==> src/rtl/uart_tx_fifo.sv <==
// Buffered asynchronous-serial transmitter: a small circular FIFO feeding a
// start/data/parity/stop serialiser whose line output comes straight from a flop.
module uart_tx_fifo #(
  parameter int CLKS_PER_BIT = 868,
  parameter int DATA_BITS    = 8,
  parameter int PARITY       = 0,
  parameter int STOP_BITS    = 1,
  parameter int FIFO_DEPTH   = 4
) (
  input  logic                            clk,
  input  logic                            rst,
  input  logic                            s_valid,
  output logic                            s_ready,
  input  logic [DATA_BITS-1:0]            s_data,
  output logic                            txd,
  output logic                            busy,
  output logic [$clog2(FIFO_DEPTH)+1-1:0] fifo_count
);

  localparam int PW = $clog2(FIFO_DEPTH);
  localparam int CW = PW + 1;
  localparam int BW = $clog2(CLKS_PER_BIT);
  localparam logic [BW-1:0] BAUD_RELOAD = BW'(CLKS_PER_BIT - 1);
  localparam logic          ODD_PARITY  = (PARITY == 1);

  if (CLKS_PER_BIT < 2) begin : g_bad_clks
    $error("CLKS_PER_BIT must be at least 2");
  end
  if (DATA_BITS < 5 || DATA_BITS > 9) begin : g_bad_data_bits
    $error("DATA_BITS must be in 5..9");
  end
  if (PARITY < 0 || PARITY > 2) begin : g_bad_parity
    $error("PARITY must be 0, 1 or 2");
  end
  if (STOP_BITS < 1 || STOP_BITS > 2) begin : g_bad_stop_bits
    $error("STOP_BITS must be 1 or 2");
  end
  if (FIFO_DEPTH < 2 || (FIFO_DEPTH & (FIFO_DEPTH - 1)) != 0) begin : g_bad_depth
    $error("FIFO_DEPTH must be a power of two, at least 2");
  end

  typedef enum logic [2:0] {
    IDLE,
    START,
    DATA,
    PAR,
    STOP
  } state_e;

  // ---------------------------------------------------------------- FIFO
  logic [DATA_BITS-1:0] mem_q [FIFO_DEPTH];
  logic [PW-1:0]        wr_ptr_q, wr_ptr_d;
  logic [PW-1:0]        rd_ptr_q, rd_ptr_d;
  logic [CW-1:0]        count_q, count_d;
  logic                 push, pop, fifo_empty;
  logic [DATA_BITS-1:0] head;

  assign s_ready    = (count_q < CW'(FIFO_DEPTH));
  assign push       = s_valid && s_ready;
  assign fifo_empty = (count_q == '0);
  assign head       = mem_q[rd_ptr_q];

  always_comb begin
    wr_ptr_d = wr_ptr_q;
    rd_ptr_d = rd_ptr_q;
    count_d  = count_q;
    if (push) wr_ptr_d = wr_ptr_q + 1'b1;
    if (pop)  rd_ptr_d = rd_ptr_q + 1'b1;
    case ({push, pop})
      2'b10:   count_d = count_q + 1'b1;
      2'b01:   count_d = count_q - 1'b1;
      default: count_d = count_q;
    endcase
  end

  always_ff @(posedge clk) begin
    if (rst) begin
      wr_ptr_q <= '0;
      rd_ptr_q <= '0;
      count_q  <= '0;
    end else begin
      wr_ptr_q <= wr_ptr_d;
      rd_ptr_q <= rd_ptr_d;
      count_q  <= count_d;
    end
  end

  always_ff @(posedge clk) begin
    if (push) mem_q[wr_ptr_q] <= s_data;
  end

  // ---------------------------------------------------------- serialiser
  state_e               state_q, state_d;
  logic [BW-1:0]        baud_q, baud_d;
  logic [3:0]           bit_q, bit_d;
  logic [DATA_BITS-1:0] shift_q, shift_d;
  logic                 par_q, par_d;
  logic                 txd_q, txd_d;
  logic                 last_tick, load_frame;

  assign last_tick = (baud_q == '0);

  // txd_d is the line level for the cycle after the edge, so every branch
  // that changes bit also chooses the level of the bit being entered.
  always_comb begin
    state_d    = state_q;
    baud_d     = baud_q;
    bit_d      = bit_q;
    shift_d    = shift_q;
    par_d      = par_q;
    txd_d      = txd_q;
    pop        = 1'b0;
    load_frame = 1'b0;

    if (state_q != IDLE && !last_tick) baud_d = baud_q - 1'b1;

    case (state_q)
      IDLE: begin
        txd_d = 1'b1;
        if (!fifo_empty) load_frame = 1'b1;
      end
      START: begin
        if (last_tick) begin
          state_d = DATA;
          bit_d   = '0;
          baud_d  = BAUD_RELOAD;
          txd_d   = shift_q[0];
        end
      end
      DATA: begin
        if (last_tick) begin
          baud_d = BAUD_RELOAD;
          if (bit_q == 4'(DATA_BITS - 1)) begin
            bit_d = '0;
            if (PARITY != 0) begin
              state_d = PAR;
              txd_d   = par_q;
            end else begin
              state_d = STOP;
              txd_d   = 1'b1;
            end
          end else begin
            shift_d = shift_q >> 1;
            bit_d   = bit_q + 1'b1;
            txd_d   = shift_q[1];
          end
        end
      end
      PAR: begin
        if (last_tick) begin
          state_d = STOP;
          bit_d   = '0;
          baud_d  = BAUD_RELOAD;
          txd_d   = 1'b1;
        end
      end
      STOP: begin
        if (last_tick) begin
          if (bit_q == 4'(STOP_BITS - 1)) begin
            if (!fifo_empty) begin
              load_frame = 1'b1;
            end else begin
              state_d = IDLE;
              txd_d   = 1'b1;
            end
          end else begin
            bit_d  = bit_q + 1'b1;
            baud_d = BAUD_RELOAD;
          end
        end
      end
      default: begin
        state_d = IDLE;
        txd_d   = 1'b1;
      end
    endcase

    if (load_frame) begin
      pop     = 1'b1;
      shift_d = head;
      par_d   = (^head) ^ ODD_PARITY;
      state_d = START;
      baud_d  = BAUD_RELOAD;
      bit_d   = '0;
      txd_d   = 1'b0;
    end
  end

  always_ff @(posedge clk) begin
    if (rst) begin
      state_q <= IDLE;
      baud_q  <= '0;
      bit_q   <= '0;
      shift_q <= '0;
      par_q   <= 1'b0;
      txd_q   <= 1'b1;
    end else begin
      state_q <= state_d;
      baud_q  <= baud_d;
      bit_q   <= bit_d;
      shift_q <= shift_d;
      par_q   <= par_d;
      txd_q   <= txd_d;
    end
  end

  assign txd        = txd_q;
  assign busy       = (state_q != IDLE) || !fifo_empty;
  assign fifo_count = count_q;

endmodule

==> config.mk <==
export PLATFORM = sky130hd
export DESIGN_NAME = uart_tx_fifo
export DESIGN_NICKNAME = d
export VERILOG_FILES = /design/src/rtl/uart_tx_fifo.sv
export SDC_FILE = /design/constraint.sdc
export NUM_CORES = 1
export LEC_CHECK = 0
export ABC_AREA = 0
export CAP_MARGIN = 30
export CORE_ASPECT_RATIO = 0.7
export CORE_MARGIN = 2
export CORE_UTILIZATION = 55
export CTS_CLUSTER_DIAMETER = 120
export DETAILED_ROUTE_END_ITERATION = 16
export HOLD_SLACK_MARGIN = 0.08
export PLACE_DENSITY = 0.72
export SLEW_MARGIN = 10
export SYNTH_ARGS = -nofsm -noshare
export SYNTH_HDL_FRONTEND = slang
export SYNTH_SLANG_ARGS = --single-unit
==> constraint.sdc <==
create_clock -name clk -period 3.4 [get_ports clk]
set_clock_uncertainty 0.2 [all_clocks]
set_input_delay 0.68 -clock clk [delete_from_list [all_inputs] [get_ports clk]]
set_output_delay 0.68 -clock clk [all_outputs]
set_load 0.01 [all_outputs]
# ---- Word level (Yosys, flattened, before mapping)
# Memory sizes are Yosys's and may differ from the RTL's. A register that Yosys moved wholly into a read port is not among the register bits.
# Cells that the tools add are included.
dict set report totals {
  reg_bits 33
  ramBits 32
  inputBits 11
  out_inout_bits 6
  elab_cells 110
  mem_count 1
}
dict set report classes {
  add_sub_neg 6
  n_lt_le_gt_ge 1
  eq_ne 25
  muxes 44
  bitwise 1
  reduce_logical 22
}
# name depth width rd rd_clocked_by_memory_dff write_ports line_no
set mem_list {}
lappend mem_list {mem_q 4 8 1 1 1 51} ;# logic [DATA_BITS-1:0] mem_q [FIFO_DEPTH];
# op n
set ops {}
lappend ops {{$mux 10} 5}
lappend ops {{$mux 8} 4}
lappend ops {{$mux 3} 7}
lappend ops {{$ne 3x3->1 const B} 7}
lappend ops {{$mux 4} 5}
lappend ops {{$ne 2x2->1 const B} 10}
lappend ops {{$pmux 10 s2} 1}
lappend ops {{$reduce_and 8->1} 2}
lappend ops {{$mux 1} 15}
lappend ops {{$pmux 3 s5} 1}
lappend ops {{$pmux 4 s3} 1}
lappend ops {{$logic_not 10->1} 1}
lappend ops {{$sub 10x1->10 const B} 1}
lappend ops {{$eq 3x2->1 const B} 2}
lappend ops {{$logic_not 3->1} 2}
lappend ops {{$pmux 3 s2} 1}
lappend ops {{$reduce_and 6->1} 1}
lappend ops {{$reduce_bool 2->1} 3}
lappend ops {{$reduce_bool 3->1} 2}
lappend ops {{$reduce_and 5->1} 1}
lappend ops {{$add 2x1->2 const B} 2}
lappend ops {{$add 4x1->4 const B} 1}
lappend ops {{$eq 4x3->1 const B} 1}
lappend ops {{$logic_not 4->1} 1}
lappend ops {{other kinds (18)} 22}

# ---- Logic depth before layout (Yosys ltp)
dict set report logic_depth {
  ltp_word 8
  mapped_depth 12
  mapped_depth_nobuf 12
}

# ---- Worst setup path before layout
# No wires, ideal clock.
dict set report synth_timing {
  path_kind {register -> register}
  start {reg baud_q[0]}
  end {reg count_q[2] (netlist: fifo_count[2])}
  setup_ns 0.070
  arrival_time_ns 2.507
  required_ns 3.130
  slack_ns 0.622
  path_stages_with_launch 13
  path_buffers 0
  period_less_slack_ns 2.778
  cell_sequence {dfxtp_1 > inv_1 > ha_1 > nor4b_1 > nand4_1 > a21o_1 > inv_1 > ha_1 > inv_1 > fa_1 > xor2_1 > or3_1 > a21oi_1}
}
dict set report synth_via {
  elab_chain_len 6
  word_cells_on_any_way 8
  cone_classes {eq/ne: 2; mux: 4; reduce/logical: 2}
}
# element line_no
set synth_rtl {}
lappend synth_rtl {{start, declared} 94} ;# logic [BW-1:0] baud_q, baud_d;
lappend synth_rtl {{start signal, assigned} 199} ;# baud_q <= baud_d;
lappend synth_rtl {{$logic_not 10->1 (*)} 101} ;# assign last_tick = (baud_q == '0);
lappend synth_rtl {{$mux 1 (*)} 158} ;# if (last_tick) begin
lappend synth_rtl {{$pmux 1 s2 (*)} 117} ;# case (state_q)
lappend synth_rtl {{net load_frame} 99} ;# logic last_tick, load_frame;
lappend synth_rtl {{$mux 1 (*)} 178} ;# if (load_frame) begin
lappend synth_rtl {{$eq 2x1->1 / $eq 2x2->1 (equally long branches)} 69} ;# case ({push, pop})
lappend synth_rtl {{$pmux 3 s2 / $reduce_bool 2->1 (equally long branches)} -}
lappend synth_rtl {{end signal, assigned} 84} ;# count_q <= count_d;
lappend synth_rtl {{end, declared} 54} ;# logic [CW-1:0] count_q, count_d;
# The timed path passes the listed nets; every way through them passes the cells marked *.
# A chain may end at the register's enable or synchronous reset.

# ---- Worst setup path after layout
# Ends and elaborated chain as after synthesis.

==> results.toml <==
[floorplanning]
core-area_sq_um = 5285
rows = 22
die_h_um = 66.05
dieArea_sq_um = 6119
pin_count = 17
start_util_pct = 57.24
die_w_um = 92.65

[setup_path]
start_kind = "flop"
cp.required_ns = 3.47
criticalPathCategory = "flop to flop"
arrival_ns = 2.98
cp_max_fo = 6
crit_path_top_delay_cell = "fa_1"
cp-end-kind = "flop"
cp_slowest_stage_delay_ns = 0.37
cp_common_cell = "inv_1"
path_cells = "inv_1 -> ha_1 -> nor4b_2 -> nand4_1 -> a21o_1 -> inv_1 -> ha_1 -> inv_1 -> fa_1 -> xor2_1 -> or3_1 -> a21oi_1"

[route]
routed_wl_um = 5541
route.vias.total = 2016
vias_per_cell = 5.584
first_pass_iters = 4
wl_per_cell_um = 15.35
first_iter_violations = 120
drc = 0
ant_nets = 0

[grt]
first_global_vias = 1909
globalRouteOverflowTotal = 0
grt_antenna_before_repair = 0
grt_pass1_wl_um = 9356
grt_start_max_net_pins = 26
grtUsageTotal_pct = 20.51

[placement]
place_ws_ns = 0.3538
gp_congestion = 0.9089
postPlaceCellArea_sq_um = 3261
port_buffers = 16
dp_hpwl_um = 3814

[layout]
post-route-cell-area_sq_um = 3452
nFillCells = 412
diodes = 0
drive_gt1_share_pct = 11.07
syn_to_final_growth_pct = 14.10
fin_util_pct = 65.32
nets = 305

[sta]
finalSetupTns_ns = 0
worst_pin_slew_ns = 0.7106
setup_ws_ns = 0.4879
slew_headroom_pct = 52.22
rsz0062_at_grt = "no"
hold_viol = 0
slew_viol_final = 0
finalSetupViolCount = 0
fin_crit_sh_pct = 85.65
fmaxAchievable_mhz = 343.4
holdWs_ns = 0.2757
period_minus_slack_ns = 2.912

[clock_tree]
cts.repair.resized = 0
hold_buffers = 0
h-tree-depth = 3
cts.sinks = 67
root_buffer = "clkbuf_8"
numCtsBuffers = 9
clk_pin_slew_ns = 0.06
clkLatencyLatePin_ns = 0.34
cts_setup_buffers = 0
clock_path_buffers = 2
cts_tree = "done"

[synth]
syn_inst = 265
synth.cell_area_sq_um = 3025
ys_seq_area_share_pct = 54.92
postSynth.topFlopCell = "dfxtp_1"
synth_enable_flop_cells = 32
async_reset_ff_share_pct = 0
yosysWarnings = 0
synthesis.nets = 286
ys_ff_latch = 67
yosysUniqueCellTypes = 47
syn_area_per_cell_sq_um = 11.42

[power_and_ir_drop]
p_leak_nw = 1.230
ir_worst_vdd_uv = 436.6
p_per_area_nw_per_um2 = 853.5

[job]
maxCapViolCount = 0

[hold_path]
hp-class = "flop to flop"

[outcome]
status = "completed"
cell type report:
class | instances | area, sq um | share of cell area (%)
Sequential cell | 67 | 1662 | 48.13
Multi-Input combinational cell | 170 | 1265 | 36.64
Timing Repair Buffer | 20 | 190.2 | 5.509
Clock buffer | 11 | 131.4 | 3.806
Tap cell | 72 | 90.09 | 2.610
Inverter | 16 | 60.06 | 1.740
Clock inverter | 5 | 53.80 | 1.559
metal layers:
| layer | track usage [%] | share of wire [%] |
|---|---|---|
| met3 | 6.613 | 4.8 |
| met2 | 28.47 | 43 |
| met1 | 29.54 | 51 |
| met4 | 8.824 | 1.4 |
| met5 | 0 | 0 |
sequential cells by signal (all words and copies together), names as in the netlist, named ones only:
name	flops
state_q	3
wr_ptr_q	2
rd_ptr_q	2
bit_q	4
shift_q	8
fifo_count	3
baud_q	10
mem_q	32
txd	1
cells by family (layout without fill, tap and decap cells):
family                     Yosys count  after routing  synth area share, %
AOI/OAI and AO/OA                   54             54                11.04
muxes                               16             16                8.602
buffers and inverters               28             52                3.474
and+or+nand+nor                     81             81                14.97
adders and majority gates           10             10                4.384
DFF                                 67             67                54.92
xor gates and xnor gates             9              9                2.606
power by group:
part | total, mW | leakage, nW | internal [mW] | switching [mW]
combinational | 1.11 | 0.552 | 0.503 | 0.608
sequential | 1.21 | 0.581 | 1.04 | 0.174
clock | 0.623 | 0.0971 | 0.336 | 0.286
placed cells by master (no fill, tap or decap), types with 2 or more instances in the layout:
cell / count
a31oi_1: 2
ha_1: 9
clkinv_2: 3
nor3b_1: 2
mux4_2: 8
nor3_1: 10
xor2_1: 2
clkdlybuf4s50_1: 16
nand4b_1: 2
clkbuf_1: 2
mux2i_1: 8
a21o_1: 2
xnor2_1: 7
or3_1: 5
nand3_1: 6
a211oi_1: 7
or4_1: 2
nor2_1: 20
clkbuf_8: 9
dfxtp_1: 35
nand2_1: 9
nand2b_1: 3
o21ai_0: 10
nand3b_1: 2
inv_1: 16
nor4_1: 5
and2_1: 4
o211ai_1: 2
nor2b_1: 4
buf_4: 4
a21oi_1: 21
edfxtp_1: 32
worst max-delay path: cells and delay by family (launching register included):
family,cells,cell delay [ns]
and+or+nand+nor,3,0.73
AOI/OAI and AO/OA,2,0.36
adders and majority gates,3,0.77
buffers and inverters,3,0.27
xor gates and xnor gates,1,0.15
DFF,1,0.35
through the flow:
stage | total power [mW] | std cells
after global routing | 3.158 | 361
after detailed placement | 2.324 | 345
after CTS | 2.953 | 361
after global placement | 2.309 | 345
after floorplan | 2.023 | 265
final | 2.946 | 361
cell usage after synthesis, drive strengths merged (3+ instances only):
| library cell | number | area (sq um) |
|---|---|---|
| or4 | 3 | 26.27 |
| clkbuf | 11 | 41.29 |
| nand2 | 9 | 33.78 |
| and2 | 4 | 25.02 |
| a211oi | 7 | 52.55 |
| nand2b | 3 | 18.77 |
| mux2i | 8 | 80.08 |
| xnor2 | 7 | 61.31 |
| or3 | 5 | 31.28 |
| a21oi | 21 | 105.1 |
| nor4 | 5 | 31.28 |
| nor3 | 11 | 66.32 |
| mux4 | 8 | 180.2 |
| nor2b | 4 | 25.02 |
| nor2 | 20 | 75.07 |
| dfxtp | 35 | 700.7 |
| o21ai | 11 | 58.81 |
| edfxtp | 32 | 960.9 |
| nand3 | 6 | 30.03 |
| ha | 9 | 112.6 |
| inv | 16 | 60.06 |
final timing paths:
check        startpoint            end  slack, ns  cells past startpoint
max           baud_q[0]  fifo_count[2]       0.49                     12
min          shift_q[7]     shift_q[7]       0.28                      2
max reg2reg   baud_q[0]  fifo_count[2]       0.49                     12
min reg2reg  shift_q[7]     shift_q[7]       0.28                      2
No activity file was read; power rests on OpenSTA's default activity.
